--- src/rtl/systolic_pkg.sv ---
// Shared constants and types for the 4x4 systolic matrix-multiply engine.
//   N           : matrix dimension (PE grid is N x N)
//   DATA_W      : operand / accumulator width
//   ADDR_W      : result-memory address width
//   LOAD_LEN    : operand bytes per job (A then B, row-major)
//   COMPUTE_LEN : cycles spent streaming operands through the grid
//   RES_CNT     : result elements written per job
package systolic_pkg;

  localparam int unsigned N           = 4;
  localparam int unsigned DATA_W      = 8;
  localparam int unsigned ADDR_W      = 14;
  localparam int unsigned LOAD_LEN    = 2 * N * N;
  localparam int unsigned COMPUTE_LEN = 3 * N - 1;
  localparam int unsigned RES_CNT     = N * N;
  localparam int unsigned CNT_W       = $clog2(LOAD_LEN);
  localparam int unsigned RES_W       = $clog2(RES_CNT);

  typedef enum logic [2:0] {
    S_IDLE,
    S_LOAD,
    S_COMPUTE,
    S_WRITE,
    S_DONE
  } state_t;

endpackage

--- src/rtl/systolic_pe.sv ---
// One processing element of the systolic grid.
//   clk, rst_n : clock, asynchronous active-low reset
//   clr        : synchronous clear of accumulator and pass-through registers
//   a_in, b_in : operands arriving from the left / from above
//   a_out      : a_in registered, forwarded to the right neighbour
//   b_out      : b_in registered, forwarded to the neighbour below
//   acc        : running sum of a_in*b_in, truncated to DATA_W bits
module systolic_pe
  import systolic_pkg::*;
(
  input  logic              clk,
  input  logic              rst_n,
  input  logic              clr,
  input  logic [DATA_W-1:0] a_in,
  input  logic [DATA_W-1:0] b_in,
  output logic [DATA_W-1:0] a_out,
  output logic [DATA_W-1:0] b_out,
  output logic [DATA_W-1:0] acc
);

  logic [2*DATA_W-1:0] prod;

  assign prod = a_in * b_in;

  always_ff @(posedge clk or negedge rst_n) begin
    if (!rst_n) begin
      a_out <= '0;
      b_out <= '0;
      acc   <= '0;
    end else if (clr) begin
      a_out <= '0;
      b_out <= '0;
      acc   <= '0;
    end else begin
      a_out <= a_in;
      b_out <= b_in;
      acc   <= acc + prod[DATA_W-1:0];
    end
  end

endmodule

--- src/rtl/systolic_array.sv ---
// 4x4 matrix-multiply engine: loads A and B from a byte stream, multiplies
// them on an N x N systolic PE grid, then writes the 16 products to a
// result memory one per cycle.
//   clk, rst_n : clock, asynchronous active-low reset
//   start      : rising edge while idle begins a job
//   in_data    : operand byte, one per cycle during LOAD
//   sum_out    : result element written to memory
//   ws         : result-memory write address (RESULT_BASE + index, wraps)
//   we         : result-memory write enable
//   sys_finish : one-cycle pulse when the job completes
module systolic_array
  import systolic_pkg::*;
#(
  parameter int unsigned N           = systolic_pkg::N,
  parameter logic [13:0] RESULT_BASE = 14'd0
) (
  input  logic        clk,
  input  logic        rst_n,
  input  logic        start,
  input  logic [7:0]  in_data,
  output logic [7:0]  sum_out,
  output logic [13:0] ws,
  output logic        we,
  output logic        sys_finish
);

  state_t            state, state_nxt;
  logic              start_q;
  logic [CNT_W-1:0]  cnt;
  logic [DATA_W-1:0] op_buf [LOAD_LEN];
  logic [DATA_W-1:0] a_feed [N];
  logic [DATA_W-1:0] b_feed [N];
  logic [DATA_W-1:0] a_link [N][N+1];
  logic [DATA_W-1:0] b_link [N+1][N];
  logic [DATA_W-1:0] c_mat  [RES_CNT];
  logic              load_last, compute_last, write_last;

  assign load_last    = (state == S_LOAD)    && (cnt == CNT_W'(LOAD_LEN - 1));
  assign compute_last = (state == S_COMPUTE) && (cnt == CNT_W'(COMPUTE_LEN - 1));
  assign write_last   = (state == S_WRITE)   && (cnt == CNT_W'(RES_CNT - 1));

  always_ff @(posedge clk or negedge rst_n) begin
    if (!rst_n) begin
      state   <= S_IDLE;
      start_q <= 1'b0;
    end else begin
      state   <= state_nxt;
      start_q <= start;
    end
  end

  always_comb begin
    state_nxt = state;
    case (state)
      S_IDLE:    if (start && !start_q) state_nxt = S_LOAD;
      S_LOAD:    if (load_last)         state_nxt = S_COMPUTE;
      S_COMPUTE: if (compute_last)      state_nxt = S_WRITE;
      S_WRITE:   if (write_last)        state_nxt = S_DONE;
      S_DONE:                           state_nxt = S_IDLE;
      default:                          state_nxt = S_IDLE;
    endcase
  end

  // One counter serves as byte index, compute step and result index.
  always_ff @(posedge clk or negedge rst_n) begin
    if (!rst_n) begin
      cnt        <= '0;
      sum_out    <= '0;
      ws         <= '0;
      we         <= 1'b0;
      sys_finish <= 1'b0;
      for (int unsigned i = 0; i < LOAD_LEN; i++) op_buf[i] <= '0;
    end else begin
      we         <= 1'b0;
      sys_finish <= (state == S_DONE);
      if (state_nxt != state)
        cnt <= '0;
      else if (state inside {S_LOAD, S_COMPUTE, S_WRITE})
        cnt <= cnt + 1'b1;
      if (state == S_LOAD)
        op_buf[cnt] <= in_data;
      if (state == S_WRITE) begin
        we      <= 1'b1;
        ws      <= RESULT_BASE + ADDR_W'(cnt);
        sum_out <= c_mat[cnt[RES_W-1:0]];
      end
    end
  end

  // Skew feeders: at compute step t, row i presents A[i][t-i] and column j
  // presents B[t-j][j]; both meet in PE(i,j) at step k+i+j for the same k.
  always_comb begin
    int unsigned t;
    int unsigned k;
    t = 32'(cnt);
    k = 0;
    for (int unsigned i = 0; i < N; i++) begin
      a_feed[i] = '0;
      b_feed[i] = '0;
      if (state == S_COMPUTE && t >= i && t < i + N) begin
        k         = t - i;
        a_feed[i] = op_buf[CNT_W'(i * N + k)];
        b_feed[i] = op_buf[CNT_W'(N * N + k * N + i)];
      end
    end
  end

  // Accumulators clear on the edge that enters COMPUTE.
  for (genvar r = 0; r < N; r++) begin : g_row
    assign a_link[r][0] = a_feed[r];
    assign b_link[0][r] = b_feed[r];
    for (genvar c = 0; c < N; c++) begin : g_col
      systolic_pe u_pe (
        .clk   (clk),
        .rst_n (rst_n),
        .clr   (load_last),
        .a_in  (a_link[r][c]),
        .b_in  (b_link[r][c]),
        .a_out (a_link[r][c+1]),
        .b_out (b_link[r+1][c]),
        .acc   (c_mat[r*N+c])
      );
    end
  end

endmodule

--- config.mk ---
export PLATFORM = sky130hd
export DESIGN_NAME = systolic_array
export DESIGN_NICKNAME = d
export VERILOG_FILES = /design/src/rtl/systolic_pkg.sv /design/src/rtl/systolic_pe.sv /design/src/rtl/systolic_array.sv
export SDC_FILE = /design/constraint.sdc
export NUM_CORES = 2
export LEC_CHECK = 0
export CORE_UTILIZATION = 45
export CTS_BUF_LIST = sky130_fd_sc_hd__clkbuf_16
export CTS_CLUSTER_SIZE = 25
export DETAILED_ROUTE_END_ITERATION = 7
export PLACE_DENSITY = 0.71
export SYNTH_ARGS = -nofsm -noshare
export SYNTH_HDL_FRONTEND = slang
export SYNTH_SLANG_ARGS = --single-unit
export TNS_END_PERCENT = 50
--- constraint.sdc ---
create_clock -name clk -period 9.7 [get_ports clk]
set_input_delay 1.94 -clock clk [delete_from_list [all_inputs] [get_ports clk]]
set_output_delay 1.94 -clock clk [all_outputs]
set_load 0.01 [all_outputs]
Word level (Yosys, flattened, before mapping)
Cells that the tools add are included.
{ "word_totals": {"ff_bits": 600, "output_inout_bits": 24, "wordCells": 261} }
{ "op_classes": {"mux": 86, "reduce_logical": 16, "n_mul": 16, "n_lt_le_gt_ge": 17, "n_bitwise": 9, "add_sub_neg": 30, "eq_ne": 8} }
{ "op_table": {"columns": ["operator", "n"], "rows": [
  ["8-bit two-way mux", 67],
  ["8-bit binary-select mux with 5-bit select", 8],
  ["256-bit bitwise mux", 1],
  ["8-bit adder", 16],
  ["8-bit by 8-bit multiplier with 8-bit output", 16],
  ["6-bit greater-or-equal comparator, second input constant", 8],
  ["5-bit NOT with 6-bit output", 8],
  ["8-bit demux with 5-bit select", 1],
  ["8-bit binary-select mux with 4-bit select", 1],
  ["5-bit adder, first input constant", 6],
  ["5-bit by 3-bit < comparator with 1-bit output, second input constant", 4],
  ["1-bit logical AND", 12],
  ["3-bit two-way mux", 4],
  ["3-bit one-hot mux with 4 select lines", 1],
  ["5-bit by 3-bit adder with 5-bit output, second input constant", 2],
  ["5-bit by 4-bit == test with 1-bit output, second input constant", 2],
  ["5-bit by 2-bit greater-or-equal comparator with 1-bit output, second input constant", 2],
  ["5-bit two-way mux", 2],
  ["5-bit by 2-bit subtractor with 5-bit output, second input constant", 2],
  ["3-bit by 2-bit == test with 1-bit output, second input constant", 2],
  ["6-bit by 1-bit < comparator with 1-bit output, second input constant", 1],
  ["4-bit by 5-bit adder with 5-bit output, first input constant", 1],
  ["5-bit by 1-bit adder with 5-bit output, second input constant", 1],
  ["5-bit by 2-bit adder with 5-bit output, second input constant", 1],
  ["13 further kinds", 13]
]} }

Depth between registers and ports, before layout
{ "logic_depth": {"ltp_word": 11, "mapped_depth": 39} }

By module
A second synthesis with hierarchy kept.
{ "unflattened": {"hier_cells": 4419, "hier_area_um2": 50184.4} }
{ "by_module_without_submodules": {"columns": ["mod", "seq_area_each_um2", "instances", "area_per_inst_um2", "cells_per_inst"], "rows": [
  ["systolic_array", 7006.7, 1, 20912.6, 1523],
  ["systolic_pe at g_row[0].g_col[0].u_pe ...", 600.6, 8, 1825.5, 181],
  ["systolic_pe at g_row[2].g_col[0].u_pe ...", 600.6, 7, 1828.0, 181],
  ["systolic_pe at g_row[3].g_col[3].u_pe", 600.6, 1, 1871.8, 181]
]} }

Worst setup path before layout
OpenSTA, ideal clock, no wires.
{ "synth_timing": {"path_kind": "reg2reg", "from": "register cnt[0]", "to": "register g_row[1].g_col[0].u_pe.acc[7]", "t_arrival_ps": 7597, "path_stages_with_launch": 35, "slack_ps": 2030, "synth_period_minus_slack_ps": 7670, "setup_ps": 72, "required_ps": 9628, "path_cell_list": "dfrtp_1 buf_6 buf_12 buf_12 inv_2 buf_1 ha_1 xnor2_4 inv_4 buf_6 buf_4 buf_4 buf_4 ha_1 xnor2_1 xor2_1 nand2_1 o22ai_1 a21oi_1 a21oi_1 nand2_1 fa_1 fa_1 inv_1 fa_1 inv_1 fa_1 inv_1 ha_1 a21oi_1 xnor2_1 xnor2_1 xnor3_1 xnor3_1 nor2_1"} }
{ "synth_via": {"elab_chain_cells": 10, "elab_cells_between_ends": 16} }
{ "synth_rtl": {"columns": ["item", "line", "text"], "rows": [
  ["from (decl)", "systolic_array.sv:29", "logic [CNT_W-1:0] cnt;"],
  ["from (signal assigned)", "systolic_array.sv:79", "cnt <= cnt + 1'b1;"],
  ["5-bit by 1-bit subtractor with 5-bit output", "systolic_array.sv:101", "k = t - i;"],
  ["4-bit by 5-bit adder with 5-bit output", "systolic_array.sv:102", "a_feed[i] = op_buf[CNT_W'(i * N + k)];"],
  ["5-bit NOT with 6-bit output (implied by the code)", "systolic_array.sv:102", null],
  ["8-bit binary-select mux with 5-bit select", "systolic_array.sv:102", null],
  ["8-bit two-way mux (implied by the code) (2 in series)", "systolic_array.sv:102", null],
  ["8-bit two-way mux", "systolic_array.sv:100", "if (state == S_COMPUTE && t >= i && t < i + N) begin"],
  ["8-bit by 8-bit multiplier with 8-bit output", "systolic_pe.sv:23", "assign prod = a_in * b_in;"],
  ["8-bit adder", "systolic_pe.sv:37", "acc <= acc + prod[DATA_W-1:0];"],
  ["8-bit two-way mux *", "systolic_pe.sv:30", "end else if (clr) begin"],
  ["to (signal assigned)", "systolic_pe.sv:37", null],
  ["to (decl)", "systolic_pe.sv:18", "output logic [DATA_W-1:0] acc"]
]} }
Mark *: on every way between the ends. The rest lies on a longest branch, timed or not. The select of a mux whose other input is x is not followed.
A chain may end at the register's enable or synchronous reset.

Final worst setup path
{ "layout_timing": {"from": "register cnt[1]", "to": "register g_row[3].g_col[0].u_pe.acc[7]"} }
{ "layout_via": {"elab_chain_cells": 10, "elab_cells_between_ends": 16} }
{ "layout_rtl": {"columns": ["item", "line"], "rows": [
  ["5-bit by 2-bit subtractor with 5-bit output", "systolic_array.sv:101"],
  ["5-bit adder", "systolic_array.sv:102"],
  ["5-bit NOT with 6-bit output (implied by the code)", "systolic_array.sv:102"],
  ["8-bit binary-select mux with 5-bit select", "systolic_array.sv:102"],
  ["8-bit two-way mux (implied by the code) (2 in series)", "systolic_array.sv:102"],
  ["8-bit two-way mux", "systolic_array.sv:100"],
  ["8-bit by 8-bit multiplier with 8-bit output", "systolic_pe.sv:23"],
  ["8-bit adder", "systolic_pe.sv:37"],
  ["8-bit two-way mux *", "systolic_pe.sv:30"],
  ["to (signal assigned)", "systolic_pe.sv:37"],
  ["to (decl)", "systolic_pe.sv:18"]
]} }
Marks and branches as above.

==> results.json <==
{
  "cp.depth": 25,
  "power.leakage_nw": 24.45,
  "clock_path_buffers": 3,
  "area_growth_pct": 7.180,
  "synthFlopType": "dfrtp_1",
  "ios": 35,
  "grtUsageTotal_pct": 24.82,
  "cts_tree": "yes",
  "nFillCells": 9365,
  "cts_resized": 0,
  "post-route-min-period_ns": 8.454,
  "grtUsageMet3_pct": 4.685,
  "post-route-period-util_pct": 87.15,
  "worstSetupPathType": "reg2reg",
  "cts_hold_buf": 0,
  "grt.overflow.total": 0,
  "synth_area_mm2": 0.04825,
  "hold_depth": 2,
  "yosys.area.top_type": "dfrtp_1",
  "rsz0062_at_grt": "no",
  "arrival_ns": 9.01,
  "cts.htree.levels": 3,
  "power_density_mw_per_mm2": 278.2,
  "synth.ff_latch_count": 600,
  "dieArea_mm2": 0.1085,
  "drv_cap": 0,
  "ant_nets": 0,
  "io_buffers": 25,
  "synth_edf_count": 0,
  "clock-sinks": 600,
  "routed_wl_mm": 131.2,
  "grt_antenna_before_repair": 3,
  "grt_pass1_vias": 33100,
  "crit_family": "adder cells",
  "vias": 32450,
  "hold_path_class": "reg2reg",
  "setup_viol": 0,
  "drc": 2,
  "drv_slew": 0,
  "start_kind": "flop",
  "netlist.area_leader.share_pct": 31.12,
  "critPathCaptureType": "flop",
  "ys.warnings.count": 0,
  "fp.dieW_um": 329.5,
  "grt_pass1_wl_mm": 204.7,
  "path_clk_slew_ns": 0.06,
  "post_drt_via_cell_ratio": 5.808,
  "drive_gt1_share_pct": 17.54,
  "cp_slowest_cell": "ha_1",
  "cp_slowest_stage_delay_ns": 0.92,
  "finClkSkew_ns": 0.03767,
  "place.gp.congestion": 1.001,
  "initial_core_util_pct": 45.58,
  "async_flop_share_pct": 100.0,
  "crit_path_max_fanout": 152,
  "cts_root_buffer": "clkbuf_16",
  "synthTopCellsByArea": "dfrtp_1 31%, fa_1 12%, mux4_2 12%",
  "crit_required_ns": 10.26,
  "nNetsFinal": 4728,
  "hold_violations": 0,
  "avgSynthCellArea_um2": 11.52,
  "drt-wirelength-per-cell_um": 23.49,
  "reg2reg_depth": 25,
  "use_met1_pct": 34.08,
  "clock_latency_ns": 0.65,
  "postCtsSetupBuffers": 0,
  "totalPowerFinal_mw": 14.39,
  "grtUsageMet2_pct": 38.34,
  "numCtsBuffers": 67,
  "drtPass1Iterations": 8,
  "drtIter0Drc": 3138,
  "top_usage_layer": "met2",
  "synth.distinct_cells": 82,
  "hpwlAfterDp_mm": 97.72,
  "slew-limit-headroom_pct": 19.02,
  "violations": "design-rule violations",
  "yosysSeqAreaShare_pct": 31.12,
  "die_y_um": 329.5,
  "synth_cells": 4188,
  "num_antenna_cells": 0,
  "fmax_ghz": 0.1183,
  "rows": 119,
  "finalSetupTns_ns": 0,
  "outcome": "complete, but fails checks",
  "coreArea_mm2": 0.1059,
  "peakVddDrop_mv": 0.4150,
  "path_buf_inv": 6,
  "tightest_slew_ns": 1.211,
  "grt_start_max_net_pins": 153,
  "cp_common_cell": "fa_1"
}
## placed cells by master (no fill, tap or decap), types with 7 or more instances in the layout
| cell type | synthesis | routed |
|---|---|---|
| clkinv_1 | 2 | 14 |
| nor4_1 | 7 | 7 |
| clkbuf_16 | 0 | 68 |
| mux4_2 | 256 | 256 |
| buf_4 | 35 | 54 |
| nor2_1 | 170 | 165 |
| nor2_2 | 6 | 11 |
| xor2_1 | 58 | 58 |
| nand3_1 | 27 | 27 |
| clkdlybuf4s50_1 | 0 | 24 |
| xnor3_1 | 7 | 7 |
| bufinv_16 | 0 | 10 |
| mux4_1 | 52 | 52 |
| or3_1 | 7 | 7 |
| a21oi_1 | 44 | 44 |
| nor2b_1 | 204 | 204 |
| xnor2_1 | 223 | 222 |
| ha_1 | 286 | 285 |
| nand2_1 | 438 | 438 |
| and2_1 | 213 | 212 |
| conb_1 | 1 | 9 |
| inv_1 | 547 | 556 |
| o211ai_1 | 10 | 10 |
| mux2_2 | 266 | 266 |
| clkinv_2 | 0 | 9 |
| a21o_1 | 34 | 34 |
| mux2i_1 | 74 | 74 |
| o21ai_0 | 21 | 21 |
| dfrtp_1 | 600 | 596 |
| nor3_1 | 51 | 50 |
| fa_1 | 288 | 288 |
## kinds of logic (layout without fill, tap and decap cells)
logic type	Yosys count	in the layout	share of synthesized area, %
AOI/OAI and AO/OA	157	157	2.251
muxes	652	652	22.67
other	1	9	0.007771
buffers and inverters	758	758	7.123
and+or+nand+nor	1152	1152	11.72
DFF	600	600	31.12
xor gates and xnor gates	294	294	5.746
adders and majority gates	574	574	19.36
## Yosys cell counts, drive strengths merged (9+ instances only)
library cell / instances
clkbuf: 99
mux2: 266
buf: 106
and2: 213
mux2i: 78
ha: 286
nor2b: 204
a211oi: 9
o21ai: 22
nor3: 57
mux4: 308
xnor2: 225
nor4: 10
fa: 288
nand2: 439
nand3: 27
a21o: 34
nor2: 176
dfrtp: 600
xor2: 59
a21oi: 45
inv: 550
o211ai: 10
## per-layer routing
metal	up-vias	wire, um
met5	-	27
met4	4	6713
met3	340	11060
met2	1572	59960
met1	16670	53480
li1	13870	-
## report_power, final
part,total [mW],switching (mW),internal (mW)
Sequential,4.00,0.934,3.07
Clock,2.68,1.12,1.55
Combinational,7.71,4.11,3.60
Total,14.4,6.17,8.22
## stage by stage
step / std cells / setup WS [ns] / hold slack (ns) / util, % / cell area [um^2]
finish: 5587 / 1.246 / 0.4904 / 48.85 / 51720
global route: 5587 / 0.8768 / 0.5118 / 48.85 / 51720
CTS: 5587 / 1.221 / 0.4999 / 48.85 / 51720
detailed placement: 5465 / 1.279 / 0.4860 / 46.73 / 49470
global placement: 5465 / 1.436 / 0.4746 / 46.73 / 49470
floorplan: 4196 / 2.030 / 0.4642 / - / 48280
## layout make-up
type                       instances  area (um^2)  share of cell area [%]
multi-input combinational       2838        29880                   57.77
sequential                       600        15020                   29.05
inverter                         553         2083                   4.028
tap                             1391         1740                   3.365
clock buffer                      68         1702                   3.290
timing repair buffer              83        740.7                   1.432
clock inverter                    54        550.5                   1.064
## final timing paths
path | start | end | slack [ns]
hold reg to reg | ws[4]$_DFFE_PN0P_ | ws[4]$_DFFE_PN0P_ | 0.49
min in group asynchronous | rst_n | g_row[1].g_col[2].u_pe.acc[4]$_DFF_PN0_ | 1.30
setup / recovery | cnt[1]$_DFFE_PN0P_ | g_row[3].g_col[0].u_pe.acc[7]$_DFF_PN0_ | 1.25
max in group asynchronous | rst_n | g_row[1].g_col[0].u_pe.a_out[6]$_DFF_PN0_ | 6.30
setup reg to reg | cnt[1]$_DFFE_PN0P_ | g_row[3].g_col[0].u_pe.acc[7]$_DFF_PN0_ | 1.25
hold / removal | ws[4]$_DFFE_PN0P_ | ws[4]$_DFFE_PN0P_ | 0.49
## registers in the layout, summed over array words and instances (netlist names)
| register | flops |
|---|---|
| op_buf | 256 |
| g_row.g_col.u_pe.acc | 128 |
| g_row.g_col.u_pe.a_out | 96 |
| g_row.g_col.u_pe.b_out | 96 |
| sum_out | 8 |
| cnt | 5 |
| ws | 5 |
| state | 3 |
| start_q | 1 |
| sys_finish | 1 |
| we | 1 |
## worst reg2reg max path, delay by kind of cell (launching register included)
kind / cells / cell delay (ns)
buf+inv: 6 / 1.57
simple gates: 3 / 0.33
xor+xnor: 4 / 0.85
fa+ha+maj: 7 / 3.75
flops: 1 / 0.43
compound gates: 3 / 1.07
mux: 2 / 0.36
Power figures use the tool's default switching activity.
